### src/rtl/uart_tx_fifo.sv
// UART transmitter with a small word FIFO, programmable bit period and
// per-frame parity / stop-bit configuration latched when each word is popped.
module uart_tx_fifo #(
  parameter int unsigned DATAWIDTH     = 8,
  parameter int unsigned FIFO_DEPTH    = 4,
  parameter int unsigned PTRWIDTH      = 2,
  parameter int unsigned PRESCALEWIDTH = 16
) (
  input  logic                     clk,
  input  logic                     rst,
  input  logic [DATAWIDTH-1:0]     P_DATA,
  input  logic                     DATA_VALID,
  output logic                     READY,
  input  logic                     PAR_EN,
  input  logic                     PAR_TYP,
  input  logic                     STOP2,
  input  logic [PRESCALEWIDTH-1:0] PRESCALE,
  output logic                     TX_OUT,
  output logic                     Busy,
  output logic [PTRWIDTH:0]        FIFO_CNT
);

  localparam int unsigned CNTW = PTRWIDTH + 1;
  localparam int unsigned BITW = (DATAWIDTH > 1) ? $clog2(DATAWIDTH) : 1;

  typedef enum logic [2:0] {
    S_IDLE, S_START, S_DATA, S_PARITY, S_STOP1, S_STOP2
  } state_t;

  logic [DATAWIDTH-1:0]     mem [FIFO_DEPTH];
  logic [PTRWIDTH-1:0]      wr_ptr, rd_ptr;
  logic                     push, pop;
  logic [CNTW-1:0]          cnt_d;

  state_t                   state_q, state_d;
  logic [PRESCALEWIDTH-1:0] dwell_q, dwell_d;
  logic [PRESCALEWIDTH-1:0] presc_q, presc_d, presc_new;
  logic [BITW-1:0]          bit_q, bit_d;
  logic [DATAWIDTH-1:0]     shift_q, shift_d;
  logic                     par_en_q, par_en_d;
  logic                     par_bit_q, par_bit_d;
  logic                     stop2_q, stop2_d;
  logic                     frame_end, dwell_done, tx_d;

  assign push       = DATA_VALID && READY;
  assign dwell_done = (dwell_q == '0);
  assign presc_new  = (PRESCALE == '0) ? PRESCALEWIDTH'(1) : PRESCALE;

  // FIFO storage; contents need no reset since the pointers define validity
  always_ff @(posedge clk) begin
    if (push) mem[wr_ptr] <= P_DATA;
  end

  always_comb begin
    cnt_d = FIFO_CNT;
    case ({push, pop})
      2'b10:   cnt_d = FIFO_CNT + CNTW'(1);
      2'b01:   cnt_d = FIFO_CNT - CNTW'(1);
      default: cnt_d = FIFO_CNT;
    endcase
  end

  always_ff @(posedge clk) begin
    if (rst) begin
      wr_ptr   <= '0;
      rd_ptr   <= '0;
      FIFO_CNT <= '0;
      READY    <= 1'b1;
    end else begin
      if (push) wr_ptr <= wr_ptr + PTRWIDTH'(1);
      if (pop)  rd_ptr <= rd_ptr + PTRWIDTH'(1);
      FIFO_CNT <= cnt_d;
      READY    <= (cnt_d != CNTW'(FIFO_DEPTH));
    end
  end

  // Next-state logic; frame_end marks a point where a new frame may begin
  always_comb begin
    state_d   = state_q;
    dwell_d   = dwell_q;
    presc_d   = presc_q;
    bit_d     = bit_q;
    shift_d   = shift_q;
    par_en_d  = par_en_q;
    par_bit_d = par_bit_q;
    stop2_d   = stop2_q;
    pop       = 1'b0;
    frame_end = 1'b0;

    if (state_q != S_IDLE) begin
      dwell_d = dwell_done ? (presc_q - PRESCALEWIDTH'(1)) : (dwell_q - PRESCALEWIDTH'(1));
    end

    case (state_q)
      S_IDLE:   frame_end = 1'b1;
      S_START: begin
        if (dwell_done) begin
          state_d = S_DATA;
          bit_d   = '0;
        end
      end
      S_DATA: begin
        if (dwell_done) begin
          if (bit_q == BITW'(DATAWIDTH - 1)) begin
            state_d = par_en_q ? S_PARITY : S_STOP1;
          end else begin
            bit_d   = bit_q + BITW'(1);
            shift_d = shift_q >> 1;
          end
        end
      end
      S_PARITY: if (dwell_done) state_d = S_STOP1;
      S_STOP1: begin
        if (dwell_done) begin
          if (stop2_q) state_d = S_STOP2;
          else         frame_end = 1'b1;
        end
      end
      S_STOP2:  if (dwell_done) frame_end = 1'b1;
      default:  state_d = S_IDLE;
    endcase

    if (frame_end) begin
      if (FIFO_CNT != '0) begin
        pop       = 1'b1;
        state_d   = S_START;
        shift_d   = mem[rd_ptr];
        par_en_d  = PAR_EN;
        par_bit_d = (^mem[rd_ptr]) ^ PAR_TYP;
        stop2_d   = STOP2;
        presc_d   = presc_new;
        dwell_d   = presc_new - PRESCALEWIDTH'(1);
      end else begin
        state_d   = S_IDLE;
      end
    end
  end

  always_comb begin
    tx_d = 1'b1;
    case (state_d)
      S_START:  tx_d = 1'b0;
      S_DATA:   tx_d = shift_d[0];
      S_PARITY: tx_d = par_bit_d;
      default:  tx_d = 1'b1;
    endcase
  end

  always_ff @(posedge clk) begin
    if (rst) begin
      state_q   <= S_IDLE;
      dwell_q   <= '0;
      presc_q   <= '0;
      bit_q     <= '0;
      shift_q   <= '0;
      par_en_q  <= 1'b0;
      par_bit_q <= 1'b0;
      stop2_q   <= 1'b0;
      TX_OUT    <= 1'b1;
      Busy      <= 1'b0;
    end else begin
      state_q   <= state_d;
      dwell_q   <= dwell_d;
      presc_q   <= presc_d;
      bit_q     <= bit_d;
      shift_q   <= shift_d;
      par_en_q  <= par_en_d;
      par_bit_q <= par_bit_d;
      stop2_q   <= stop2_d;
      TX_OUT    <= tx_d;
      Busy      <= (state_d != S_IDLE);
    end
  end

endmodule
### config.mk
export PLATFORM = sky130hd
export DESIGN_NAME = uart_tx_fifo
export DESIGN_NICKNAME = d
export VERILOG_FILES = /design/src/rtl/uart_tx_fifo.sv
export SDC_FILE = /design/constraint.sdc
export NUM_CORES = 1
export LEC_CHECK = 0
export ABC_AREA = 1
export CORE_ASPECT_RATIO = 1.2
export CORE_UTILIZATION = 55
export CTS_CLUSTER_DIAMETER = 60
export CTS_CLUSTER_SIZE = 40
export DETAILED_ROUTE_END_ITERATION = 10
export PLACE_DENSITY = 0.73
export SLEW_MARGIN = 20
export SYNTH_ARGS = -nofsm -noshare
export SYNTH_HDL_FRONTEND = slang
export SYNTH_SLANG_ARGS = --single-unit
### constraint.sdc
create_clock -name clk -period 4.55 [get_ports clk]
set_clock_uncertainty 0.05 [all_clocks]
set_input_delay 0.91 -clock clk [delete_from_list [all_inputs] [get_ports clk]]
set_output_delay 0.91 -clock clk [all_outputs]
set_load 0.005 [all_outputs]
* Yosys cells after proc, flatten, opt, wreduce, memory -nomap -nowiden *
Memory sizes are Yosys's and may differ from the RTL's. A register that Yosys moved wholly into a read port is not among the register bits.
Index checks and enable logic that the tools add are counted.

word-level totals
  memories kept = 1
  memory bits (writable) = 32
  input bits = 30
  word-level logic and storage cells = 89
  register bits = 59
  output and inout bits = 6

cells by class
  add/sub/neg operators = 8
  bitwise operators = 1
  reduce and logical (&&, ||, !) cells = 12
  equality and inequality tests = 15
  mux-type cells = 38

memory list
  memory  words  width  rd ports  clocked after memory_dff  write ports  line  RTL
  mem     4      8      1         1                         1            30    logic [DATAWIDTH-1:0] mem [FIFO_DEPTH];

operators with widths
  operator                                             number
  two-way mux 16 bit                                   5
  subtractor 16 x 1 -> 16 bit (second input constant)  3
  two-way mux 8 bit                                    5
  two-way mux 3 bit                                    11
  zero test 16 bit                                     2
  one-hot mux 3 bit (5 select lines)                   1
  == test 3 x 2 -> 1 bit (second input constant)       4
  one-hot mux 3 bit (2 select lines)                   2
  two-way mux 1 bit                                    10
  == test 3 bit (second input constant)                3
  nonzero test 3 bit                                   3
  parity 8 bit                                         1
  adder 3 x 1 -> 3 bit (second input constant)         2
  == test 3 x 1 -> 1 bit (second input constant)       2
  != test 2 bit (second input constant)                3
  one-hot mux 1 bit (3 select lines)                   2
  adder 2 x 1 -> 2 bit (second input constant)         2
  two-way mux 2 bit                                    2
  AND reduction 4 bit                                  1
  zero test 3 bit                                      1
  != test 3 bit (second input constant)                1
  subtractor 3 x 1 -> 3 bit (second input constant)    1
  == test 2 x 1 -> 1 bit (second input constant)       1
  == test 2 bit (second input constant)                1
  other kinds (5)                                      5

* Depth between registers and ports, before layout *
Gate-level depths: netlist of run 1.

  depth in word-level cells = 7
  depth in mapped cells = 19
  depth with buffers taken out = 17

* Worst setup path before layout of run 1 *
No wires, ideal clock.

  path type = input to register
  start = input port PRESCALE[4]
  end = register dwell_q[14]
  slack = 1.922 ns
  setup time = 0.066 ns
  required time = 4.434 ns
  arrival time = 2.512 ns
  stages on the path = 16
  path buffers = 0
  path through = nor2_1 inv_1 nor3_1 nand3_1 nand2_1 inv_1 ha_1 inv_1 nor2_1 inv_1 nor3_2 nand3b_1 nor3_1 o21bai_1 nand2_1 a21oi_2

on the way
  longest elaborated chain between the ends = 5

ends and longest elaborated chain
  item                           line  RTL
  from (decl)                    17    input logic [PRESCALEWIDTH-1:0] PRESCALE,
  zero test 16 bit               47    assign presc_new = (PRESCALE == '0) ? PRESCALEWIDTH'(1) : PRESCALE;
  two-way mux 16 bit *           47
  subtractor 16 x 1 -> 16 bit *  132   dwell_d = presc_new - PRESCALEWIDTH'(1);
  two-way mux 16 bit *           124   if (FIFO_CNT != '0) begin
  two-way mux 16 bit *           123   if (frame_end) begin
  to (signal assigned)           163   dwell_q <= dwell_d;
  to (decl)                      36    logic [PRESCALEWIDTH-1:0] dwell_q, dwell_d;

Mark *: on every way between the ends. The rest lies on a longest branch, timed or not.
A chain may end at the register's enable or synchronous reset.

* Worst setup path in the final report of run 1 *
  start = register state_q[0]
  end = register READY

on the way
  longest elaborated chain between the ends = 6
  elaborated cells on any way between the ends = 9
  classes of those cells = eq/ne (5); mux (3); reduce/logical (1)

ends and longest elaborated chain
  item                                                            line  RTL
  from (decl)                                                     35    state_t state_q, state_d;
  from (signal assigned)                                          162   state_q <= state_d;
  == test 3 bit / zero test 3 bit (equally long branches)         94    case (state_q)
  one-hot mux 1 bit (3 select lines) *                            94
  two-way mux 1 bit *                                             123
  == test 2 x 1 -> 1 bit / == test 2 bit (equally long branches)  56    case ({push, pop})
  one-hot mux 3 bit (2 select lines) *                            56
  != test 3 bit *                                                 73    READY <= (cnt_d != CNTW'(FIFO_DEPTH));
  to (signal assigned)                                            73
  to (decl)                                                       13    output logic READY,

Marks and branches as above.

==> results of run 1 <==
==> layout make-up <==
class | count | area (um^2)
clock buffers | 11 | 141
clock inverters | 5 | 27.5
fillers | 819 | 3350
inverters | 97 | 364
multi-input cells | 531 | 2560
flip-flops and latches | 93 | 2180
well taps | 120 | 150
repair buffers | 42 | 403
==> worst max-delay path: stages (launching register included) <==
cell     delay, ns
dfxtp_1       0.38
nor2_1        0.14
inv_1         0.08
nor2_4        0.40
inv_2         0.28
nand2_2       0.17
nand2_4       0.28
inv_2         0.15
ha_1          0.15
inv_1         0.07
fa_1          0.38
o21ai_0       0.21
o21ai_0       0.11
a21oi_1       0.18
nand3_1       0.10
==> cells by family after synthesis <==
kind of cell / Yosys count
xor+xnor: 6
fa+ha+maj: 10
buf+inv: 125
compound gates: 114
flops: 93
simple gates: 401
==> metal layers <==
metal | routed length, um | GRT usage
met5 | 0 | 0
met4 | 382 | 0.128
met3 | 513 | 0.0411
met2 | 6330 | 0.498
met1 | 4970 | 0.286
==> sequential cells by signal, indices dropped and copies added, names as in the netlist, 2 cells and up, named ones only <==
register / count
state_q: 3
rd_ptr: 2
mem: 32
FIFO_CNT: 3
dwell_q: 16
shift_q: 8
bit_q: 3
presc_q: 16
wr_ptr: 2
==> synth_stat cells, drive strengths merged <==
cell	instances	share of area
nand2	214	0.16
inv	97	0.069
nor2	83	0.067
nand3	79	0.078
dfxtp	61	0.23
o21ai	50	0.047
a21oi	49	0.047
edfxtp	32	0.18
buf	20	0.026
nor3	11	0.014
ha	9	0.021
a31oi	8	0.0095
clkbuf	8	0.0057
nand3b	5	0.0071
nand4	5	0.0059
xor2	5	0.0083
a211oi	3	0.0043
nor4	2	0.0036
or2	2	0.0024
a22oi	1	0.0014
fa	1	0.0038
o211a	1	0.0019
o21bai	1	0.0014
o31ai	1	0.0014
xnor2	1	0.0017
==> placed cells by master, fill, tap and decap left out, types with 2 or more instances in the layout <==
cell type / instances
a31oi_1: 8
nor3_2: 2
nand3_1: 77
clkbuf_8: 10
nand4_1: 5
buf_4: 7
a211oi_1: 3
inv_2: 5
clkdlybuf4s50_1: 35
edfxtp_1: 32
nand2_1: 207
o21ai_1: 3
a21oi_1: 48
xor2_1: 5
nor2_4: 4
nor3_1: 8
nor2_2: 4
nor2_1: 75
nand3b_1: 5
inv_1: 92
o21ai_0: 47
clkinv_2: 3
or2_2: 2
ha_1: 9
dfxtp_1: 61
nand2_2: 6
==> how the worst max path moves through the flow <==
stage,start,end,slack [ns]
2_1_floorplan,PRESCALE[4],dwell_q[14]$_SDFF_PP0_,1.92
3_3_place_gp,PRESCALE[8],dwell_q[14]$_SDFF_PP0_,0.99
3_5_place_dp,PRESCALE[8],dwell_q[14]$_SDFF_PP0_,0.94
4_1_cts,PRESCALE[8],dwell_q[14]$_SDFF_PP0_,1.29
5_1_grt,state_q[0]$_SDFF_PP0_,READY$_SDFF_PP1_,0.91
6_report,state_q[0]$_SDFF_PP0_,READY$_SDFF_PP1_,1.29
==> power by group through the flow <==
stage | combinational [mW] | clock [mW] | sequential, mW
after floorplan | 1.65 | 0 | 1.21
after global placement | 1.95 | 0 | 1.26
after detailed placement | 1.99 | 0 | 1.27
after CTS | 2.00 | 0.512 | 1.26
after global routing | 2.30 | 0.542 | 1.28
final | 2.02 | 0.504 | 1.26
==> impl_metrics.toml, run 1 <==
[status]
status = "complete, no violations"

[clock_network]
cts_tree = "built"
clock_sinks = 93
cts_setup_buffers = 0
numCtsBuffers = 9
clk_latency_ns = 0.36
cts_hold_repair.buffers = 0
clockBufferDepth = 2
clkTransAtPathRegs_ns = 0.09
post_cts_resized = 0
cts_root_buf = "clkbuf_8"
htree_levels = 3

[route]
drt_iter0_drc = 207
routedWlPerCell_um = 13.6
ant_nets = 0
remaining_drc_errors = 0
via_per_inst = 5.34
num_vias = 4803
drt-total-wl_um = 12200
firstDrtPassIters = 6

[final_layout]
drive_gt1_frac = 0.0642
fin_cells = 899
antenna_cells = 0
final_area_um2 = 5820
area_growth_pct = 10.5
fin_util = 0.635
nets = 814

[pwr]
internal-power_mw = 1.97
seqPwrFrac = 0.333
power_density_nw_per_um2 = 648
netSwitchingFraction = 0.479
comb_power_share = 0.534
clockPowerShare = 0.134
p_switching_mw = 1.81
leakage_nw = 2.62
power_mw = 3.78
vdd_ir_drop_max_v = 0.000319

[setup_path]
path_class = "flop to flop"
reg2reg_to = "READY$_SDFF_PP1_"
reg2reg_setup_slack_ns = 1.29
cp.arrival_ns = 3.45
worst_ep_required_time_ns = 4.74
r2r_cells = 14
end_kind = "flop"
r2r_start = "state_q[0]$_SDFF_PP0_"
crit_path_start_kind = "flop"
cp_max_fo = 46

[flow_run]
maxCapViolCount = 0

[global_routing]
grt_use_total = 0.263
grt_pass1_wl_um = 20500
grt_max_degree = 47
antenna_found_initial = 0
grt_pass1_vias = 4640
grt_overflow = 0

[sta]
setup_tns_ns = 0
slew_violations = 0
setup_viol = 0
tightest_slew_ns = 0.784
slew_headroom = 0.475
holdWs_ns = 0.412
grt_setup_unrepaired = "no"
post-route-period-util = 0.717
fmax_ghz = 0.306
hold_violations = 0
fin_crit_ns = 3.26
finalWorstSetupSlack_ns = 1.29

[synthesis]
syn-num-nets = 789
yosys_register_bits = 93
ys_seq_area_frac = 0.414
synth_top_family_by_area = "simple AND/OR/NAND/NOR gates"
synth_fa_ha_area_frac = 0.0252
synthSimpleGateAreaFrac = 0.335
ys_warn_count = 0
yosys.cell_types.count = 40
syn_inst = 749
synth_xor_xnor_area_share = 0.00997
syn_area_um2 = 5270
synth_compound_area_frac = 0.115
synth.area.mux_share = 0
syn_avg_cell_area_um2 = 7.03

[placed_design]
pre_cts_slack_ns = 0.942
dpl.hpwl_um = 8900
post_dp_cell_area_um2 = 5660
dpl.cell_count = 883
gp_congestion = 0.881
io_buffers = 35

[min_path]
hold_path.class = "flop to flop"
hp-start = "presc_q[13]$_SDFFE_PP0P_"
holdPathEnd = "presc_q[13]$_SDFFE_PP0P_"
hold_path_depth = 2

[die]
start_util = 0.574
rows = 38
io_pins = 36
dieArea_um2 = 9980
fp.dieW_um = 91.3
core-area_um2 = 9180
die_height_um = 109
Note: power is estimated with default switching activity, not from simulation.
==> inputs of run 2 (changes only) <==
clock period = 3.3 ns   (was 4.55 ns; I/O delays follow)
==> run 2 against run 1 <==
Total power grew 42%; critical path depth is 3 higher; register-to-register slack got worse by 0.64 ns; flip-flop and latch count did not move; sequential power is 37% higher; routed wire length shrank 0.16%; first-iteration DRC count rose by 12%; largest power group unchanged; highest routed layer unchanged.
==> impl_metrics.toml, run 2 (synthesis results as in run 1) <==
[status]
status = "complete, no violations"

[sta]
fmax_ghz = 0.355
grt_setup_unrepaired = "no"
tightest_slew_ns = 0.785
fin_crit_ns = 2.82
post-route-period-util = 0.854
setup_viol = 0
slew_violations = 0
setup_tns_ns = 0
slew_headroom = 0.474
hold_violations = 0

[die]
rows = 38
dieArea_um2 = 9980
io_pins = 36
die_height_um = 109
start_util = 0.574
core-area_um2 = 9180
fp.dieW_um = 91.3

[setup_path]
crit_path_start_kind = "input pin"
critPathSlowestCell = "clkdlybuf4s50_1"
end_kind = "flop"
path_class = "input pin to flop"
cp.arrival_ns = 3.07
cpPeakStageDelay_ns = 0.55
cp_max_fo = 5
cp_cell_sequence = "clkdlybuf4s50_1, nor2_1, inv_1, nor3_1, nand3_1, nand2_1, inv_1, ha_1, inv_1, nor2_1, inv_1, nor3_2, nand3b_1, nor3_1, o21bai_1, nand2_1, a21oi_2"
worst_path_most_repeated_cell = "inv_1"
worst_ep_required_time_ns = 3.56

[placed_design]
io_buffers = 35
dpl.hpwl_um = 8870
gp_congestion = 0.947

[clock_network]
numCtsBuffers = 9
clockBufferDepth = 2
clk_latency_ns = 0.37
post_cts_resized = 0
cts_root_buf = "clkbuf_8"
clock_sinks = 93
cts_hold_repair.buffers = 0
cts_setup_buffers = 0
clkTransAtPathRegs_ns = 0.09
cts_tree = "built"
htree_levels = 3

[global_routing]
grt_overflow = 0
grt_use_total = 0.258
grt_pass1_vias = 4570
grt_pass1_wl_um = 20100
antenna_found_initial = 0
grt_max_degree = 47
use_met1 = 0.279
use_met2 = 0.490
busiest_layer = "met2"
globalRouteMet3Util = 0.0293

[pwr]
p_switching_mw = 2.52
netSwitchingFraction = 0.471
vdd_ir_drop_max_v = 0.000462
comb_power_share = 0.531
internal-power_mw = 2.83
power_density_nw_per_um2 = 905
seqPwrFrac = 0.321
power_mw = 5.35
clockPowerShare = 0.148
leakage_nw = 2.66

[route]
routedWlPerCell_um = 13.4
drt-total-wl_um = 12200
remaining_drc_errors = 0
drt_iter0_drc = 231
num_vias = 4871
via_per_inst = 5.38
firstDrtPassIters = 5
ant_nets = 0

[final_layout]
layout_common_cells = "nand2_1 (207), inv_1 (92), nand3_1 (77)"
largest_reg_flops = 32
nets = 821
largestRegisters = "mem: 32 flops, dwell_q: 16 flops, presc_q: 16 flops"
fin_util = 0.645
drive_gt1_frac = 0.0751
final_common_cell = "nand2_1"
area_growth_pct = 12.3
top_register = "mem"
antenna_cells = 0

[flow_run]
maxCapViolCount = 0

[min_path]
hold_path.class = "flop to flop"
[run 2: final cells by class]
cell class / instances / area [um^2]
well taps: 120 / 150
repair buffers: 49 / 455
flip-flops and latches: 93 / 2180
clock inverters: 6 / 68.8
multi-input cells: 531 / 2560
inverters: 97 / 364
clock buffers: 10 / 138
fillers: 818 / 3260
[run 2: through the flow]
step	cells	hold slack [ns]	worst slack, ns	area, um^2
after detailed placement	890	0.395	0.122	5710
after floorplan	749	0.374	0.748	5270
after global routing	906	0.423	0.244	5910
after global placement	890	0.387	0.215	5710
final	906	0.410	0.483	5910
after CTS	906	0.410	0.478	5910
[run 2: worst max-delay path: cells and delay by family]
kind	cells	cell delay, ns
AO/OA/AOI/OAI	2	0.24
adder cells (fa/ha/maj)	1	0.16
buffers and inverters	5	0.88
AND/OR/NAND/NOR	9	1.15
[run 2: worst paths after layout]
path,startpoint,to,slack (ns),cells past startpoint
setup / recovery,PRESCALE[7],dwell_q[14]$_SDFF_PP0_,0.48,17
setup reg to reg,dwell_q[0]$_SDFF_PP0_,READY$_SDFF_PP1_,0.65,16
hold reg to reg,presc_q[6]$_SDFFE_PP0P_,presc_q[6]$_SDFFE_PP0P_,0.41,2
hold / removal,presc_q[6]$_SDFFE_PP0P_,presc_q[6]$_SDFFE_PP0P_,0.41,2
[run 2: power groups by stage]
stage / clock network (mW) / registers, mW / logic, mW
4_1_cts: 0.799 / 1.72 / 2.83
6_report: 0.793 / 1.72 / 2.84
5_1_grt: 0.845 / 1.76 / 3.21
2_1_floorplan: 0 / 1.67 / 2.27
3_3_place_gp: 0 / 1.73 / 2.74
3_5_place_dp: 0 / 1.74 / 2.81
[run 2: per-layer routing]
| layer | part of all wire | up-vias |
|---|---|---|
| met1 | 0.40 | 2261 |
| li1 | - | 2483 |
| met2 | 0.53 | 95 |
| met4 | 0.037 | 0 |
| met3 | 0.034 | 32 |
| met5 | 0 | - |
